### src/rtl/gcd_pkg.sv
// Shared types and helpers for the Stein binary-GCD engine.
package gcd_pkg;

    typedef enum logic [1:0] {
        ST_IDLE  = 2'd0,
        ST_SHIFT = 2'd1,
        ST_SUB   = 2'd2,
        ST_DONE  = 2'd3
    } gcd_state_e;

    // Ceiling log2, used to size the common power-of-two count.
    function automatic int clog2(input int value);
        int result;
        int v;
        result = 0;
        v = value - 1;
        while (v > 0) begin
            result = result + 1;
            v = v >> 1;
        end
        return result;
    endfunction

endpackage

### src/rtl/gcd_stein_hs.sv
// Binary GCD (Stein) engine with valid/ready handshakes, zero-operand handling
// and a saturating per-operation cycle counter.
module gcd_stein_hs
    import gcd_pkg::*;
#(
    parameter int WIDTH = 32,
    parameter int CYC_W = 16
) (
    input  logic             clk,
    input  logic             reset,
    input  logic             in_valid,
    output logic             in_ready,
    input  logic [WIDTH-1:0] a,
    input  logic [WIDTH-1:0] b,
    output logic             out_valid,
    input  logic             out_ready,
    output logic [WIDTH-1:0] gcd,
    output logic             both_zero,
    output logic [CYC_W-1:0] cycles
);

    localparam int K_W = clog2(WIDTH + 1);

    gcd_state_e       state_q, state_d;
    logic [WIDTH-1:0] x_q, x_d;
    logic [WIDTH-1:0] y_q, y_d;
    logic [K_W-1:0]   k_q, k_d;
    logic [CYC_W-1:0] cnt_q, cnt_d;
    logic [WIDTH-1:0] gcd_q, gcd_d;
    logic             both_zero_q, both_zero_d;
    logic [CYC_W-1:0] cycles_q, cycles_d;
    logic             out_valid_q, out_valid_d;
    logic             in_ready_q, in_ready_d;
    logic [CYC_W-1:0] cnt_inc;

    // The counter includes the current cycle, so the DONE transition records cnt_inc.
    assign cnt_inc = (cnt_q == {CYC_W{1'b1}}) ? cnt_q : cnt_q + 1'b1;

    always_comb begin
        state_d     = state_q;
        x_d         = x_q;
        y_d         = y_q;
        k_d         = k_q;
        cnt_d       = cnt_q;
        gcd_d       = gcd_q;
        both_zero_d = both_zero_q;
        cycles_d    = cycles_q;
        out_valid_d = out_valid_q;
        case (state_q)
            ST_IDLE: begin
                if (in_valid) begin
                    x_d     = a;
                    y_d     = b;
                    k_d     = '0;
                    cnt_d   = '0;
                    state_d = ST_SHIFT;
                end
            end
            ST_SHIFT: begin
                cnt_d = cnt_inc;
                if (x_q == '0 || y_q == '0) begin
                    gcd_d       = x_q | y_q;
                    both_zero_d = (x_q == '0) && (y_q == '0);
                    cycles_d    = cnt_inc;
                    out_valid_d = 1'b1;
                    state_d     = ST_DONE;
                end else if (!x_q[0] && !y_q[0]) begin
                    x_d = x_q >> 1;
                    y_d = y_q >> 1;
                    k_d = k_q + 1'b1;
                end else begin
                    state_d = ST_SUB;
                end
            end
            ST_SUB: begin
                cnt_d = cnt_inc;
                if (!x_q[0]) begin
                    x_d = x_q >> 1;
                end else if (!y_q[0]) begin
                    y_d = y_q >> 1;
                end else if (x_q == y_q) begin
                    // Result never exceeds min(a,b), so restoring the shared twos cannot overflow.
                    gcd_d       = x_q << k_q;
                    both_zero_d = 1'b0;
                    cycles_d    = cnt_inc;
                    out_valid_d = 1'b1;
                    state_d     = ST_DONE;
                end else if (x_q > y_q) begin
                    x_d = (x_q - y_q) >> 1;
                end else begin
                    y_d = (y_q - x_q) >> 1;
                end
            end
            ST_DONE: begin
                if (out_ready) begin
                    out_valid_d = 1'b0;
                    state_d     = ST_IDLE;
                end
            end
            default: state_d = ST_IDLE;
        endcase
        in_ready_d = (state_d == ST_IDLE);
    end

    always_ff @(posedge clk or posedge reset) begin
        if (reset) begin
            state_q     <= ST_IDLE;
            x_q         <= '0;
            y_q         <= '0;
            k_q         <= '0;
            cnt_q       <= '0;
            gcd_q       <= '0;
            both_zero_q <= 1'b0;
            cycles_q    <= '0;
            out_valid_q <= 1'b0;
            in_ready_q  <= 1'b1;
        end else begin
            state_q     <= state_d;
            x_q         <= x_d;
            y_q         <= y_d;
            k_q         <= k_d;
            cnt_q       <= cnt_d;
            gcd_q       <= gcd_d;
            both_zero_q <= both_zero_d;
            cycles_q    <= cycles_d;
            out_valid_q <= out_valid_d;
            in_ready_q  <= in_ready_d;
        end
    end

    assign in_ready  = in_ready_q;
    assign out_valid = out_valid_q;
    assign gcd       = gcd_q;
    assign both_zero = both_zero_q;
    assign cycles    = cycles_q;

endmodule

### config.mk
export PLATFORM = sky130hd
export DESIGN_NAME = gcd_stein_hs
export DESIGN_NICKNAME = d
export VERILOG_FILES = /design/src/rtl/gcd_pkg.sv /design/src/rtl/gcd_stein_hs.sv
export SDC_FILE = /design/constraint.sdc
export NUM_CORES = 1
export LEC_CHECK = 0
export BUFFER_PORTS_ARGS = -buffer_cell sky130_fd_sc_hd__buf_4
export CAP_MARGIN = 5
export CORE_ASPECT_RATIO = 2
export CORE_MARGIN = 2
export CORE_UTILIZATION = 50
export DETAILED_ROUTE_END_ITERATION = 10
export PLACE_DENSITY_LB_ADDON = 0.2
export RECOVER_POWER = 50
export SYNTH_ARGS = -nofsm -noshare
export SYNTH_HDL_FRONTEND = slang
export SYNTH_SLANG_ARGS = --single-unit
### constraint.sdc
create_clock -name clk -period 12.2 [get_ports clk]
set_input_delay 2.44 -clock clk [delete_from_list [all_inputs] [get_ports clk]]
set_output_delay 2.44 -clock clk [all_outputs]
set_load 0.005 [all_outputs]
==> results_dict.tcl <==
set metrics [dict create \
    clock_skew_ns 0.0126 \
    cts_tree "built" \
    worstPathCellList "inv_1 -> ha_1 -> nor4_1 -> and3_1 -> and2_0 -> nand2_2 -> a31oi_1 -> o21ai_0 -> nor2_2 -> a221oi_1 -> o31ai_1" \
    drv_slew 71 \
    antenna_found_initial 0 \
    violations "capacitance limit, slew limit" \
    grt_pass1_vias 12000 \
    synth_cells 1585 \
    fmax_mhz 199 \
    crit_required_ns 12.56 \
    synth_top_area_cell "dfrtp_1" \
    yosys-top-cells-area "dfrtp_1 27%, ha_1 9.9%, a21oi_1 5.7%" \
    yosysSeqAreaShare_pct 27.0 \
    core_sq_um 25400 \
    antenna_left 0 \
    via_per_inst 6.26 \
    routedWlPerCell_um 22.7 \
    slew_headroom_pct -117 \
    grtUsageTotal_pct 33.4 \
    async_flop_share_pct 100 \
    worstPathArrival_ns 5.39 \
    fin_nets 1810 \
    rows 83 \
    dp_hpwl_um 34300 \
    cts_hold_buf 0 \
    synth-edff-count 0 \
    hold_class "reg -> reg" \
    chipHeight_um 231 \
    synth_top_cell_area_share_pct 26.8 \
    dieArea_sq_um 27100 \
    final_util_pct 56.2 \
    ys_ff_latch 139 \
    tns_ns 0 \
    rsz0062_at_grt "false" \
    yosysUniqueCellTypes 88 \
    postCtsSetupBuffers 0 \
    boundaryPins 119 \
    period_needed_ns 5.03 \
    root_buffer "clkbuf_16" \
    setup.worst_path.end_class "register" \
    routed_wl_um 45200 \
    drtPass1Iterations 6 \
    worstPathMaxFanout 14 \
    crit_family "simple AND/OR/NAND/NOR gates" \
    final_cell_area_sq_um 14300 \
    place_area_sq_um 13800 \
    numCtsBuffers 17 \
    cts_sinks 139 \
    cts_resized 0 \
    finalCritPeriodShare_pct 41.2 \
    worst-setup-path-type "reg -> reg" \
    yosys_warnings 0 \
    status "finished with violations" \
    drive_gt1_share_pct 14.4 \
    hold_violations 0 \
    tightest_slew_ns 3.24 \
    setup_viol 0 \
    antenna_cells 0 \
    grt_pass1_wl_um 69800 \
    slowest_delay_ns 0.87 \
    initial_core_util_pct 50.6 \
    die_w_um 117 \
    startpoint_type "register" \
    cts.clk_slew.worst_paths_ns 0.07 \
    htree_levels 4 \
    portBuffers 118 \
    synth-main-ff-cell "dfrtp_1" \
    path_buf_inv 1 \
    synthesis.area_sq_um 12900 \
    drv_cap 1 \
    clock_path_buffers 2 \
    drt_iter0_markers 1156 \
    via_count 12500 \
    routabilityCongestion 1.01 \
    syn_area_per_cell_sq_um 8.12 \
    overflow 0 \
    drc 0 \
    syn_nets 1757 \
    syn_to_final_growth_pct 11.2 \
    grt_start_max_net_pins 99 \
    insertion_delay_ns 0.46 \
    slowest_stage "nor2_2" \
]
[metrics by stage]
step	setup slack, ns	hold slack, ns	instances
finish	7.17	0.474	1991
global route	6.68	0.501	1991
CTS	8.13	0.483	1991
detailed placement	7.76	0.470	1959
global placement	7.80	0.464	1959
floorplan	6.04	0.473	1585
[synthesized netlist by cell type (all sizes together) (15+ instances only)]
cell and instances:
nor2b 16, a21oi 150, nor3 21, o21ai 209, o21bai 15, nor4 33
ha 102, mux2i 40, a211oi 27, nand2 156, inv 117, nor2 111
xnor2 60, mux4 20, clkbuf 55, dfrtp 138, nand3 30, buf 43
o211ai 23, a221oi 16, o31ai 21, o22ai 22
[cell type report]
class / instances / area, sq um
sequential: 139 / 3480
clock buffer: 20 / 437
tap: 340 / 425
inverter: 118 / 444
fill: 2399 / 11100
multi-input combinational: 1230 / 8450
clock inverter: 12 / 118
timing repair buffer: 132 / 953
[worst register-to-register path: stages (launching register included)]
cell and delay [ns]:
dfrtp_1 0.66, inv_1 0.16, ha_1 0.44, nor4_1 0.61
and3_1 0.33, and2_0 0.30, nand2_2 0.09, a31oi_1 0.61
o21ai_0 0.40, nor2_2 0.87, a221oi_1 0.24, o31ai_1 0.24
[flip-flops by register name, summed over array words and instances, names as in the netlist]
| register | flops |
|---|---|
| both_zero | 1 |
| cnt_q | 16 |
| cycles | 16 |
| gcd | 32 |
| in_ready | 1 |
| k_q | 6 |
| out_valid | 1 |
| state_q | 2 |
| x_q | 32 |
| y_q | 32 |
[per-layer routing]
metal  up-vias  global-route usage, %  wire length, um
met5         -                      0                0
met4         0                   22.7             3560
met3       135                   4.50             2590
met2       532                   54.3            21100
met1      5970                   41.2            17900
li1       5829                      -                -
[cells by family after synthesis]
group	share of synthesized area (%)
xor+xnor	4.49
buf+inv	7.07
mux	7.05
compound gates	28.5
simple gates	15.6
fa+ha+maj	10.2
flops	27.0
[layout by cell type (no fill, tap or decap), drive strengths merged, types with 7 or more instances in the layout]
cell type,count
a211oi,27
a21boi,7
a21oi,150
a221oi,16
a22o,10
a311oi,8
a31oi,8
buf,79
clkbuf,73
clkinvlp,7
dfrtp,138
ha,102
inv,119
mux2i,40
mux4,20
nand2,156
nand2b,10
nand3,30
nand4,11
nor2,111
nor2b,16
nor3,21
nor4,33
o211ai,23
o21ai,209
o21bai,15
o22a,13
o22ai,22
o31ai,21
or2,7
xnor2,60
[path summary, 6_finish.rpt]
check / to / slack [ns] / cells past startpoint / from
setup / recovery: x_q[19]$_DFFE_PP0P_ / 7.17 / 11 / x_q[18]$_DFFE_PP0P_
hold / removal: gcd[9]$_DFFE_PP0P_ / 0.47 / 2 / gcd[9]$_DFFE_PP0P_
setup reg to reg: x_q[19]$_DFFE_PP0P_ / 7.17 / 11 / x_q[18]$_DFFE_PP0P_
hold reg to reg: gcd[9]$_DFFE_PP0P_ / 0.47 / 2 / gcd[9]$_DFFE_PP0P_
max in group asynchronous: y_q[16]$_DFFE_PP0P_ / 7.25 / 3 / reset
min in group asynchronous: cycles[11]$_DFFE_PP0P_ / 2.93 / 2 / reset
Power is left out: the tool's default activity adds up to more than one toggle a clock period on the data nets, which glitch-free logic cannot reach.
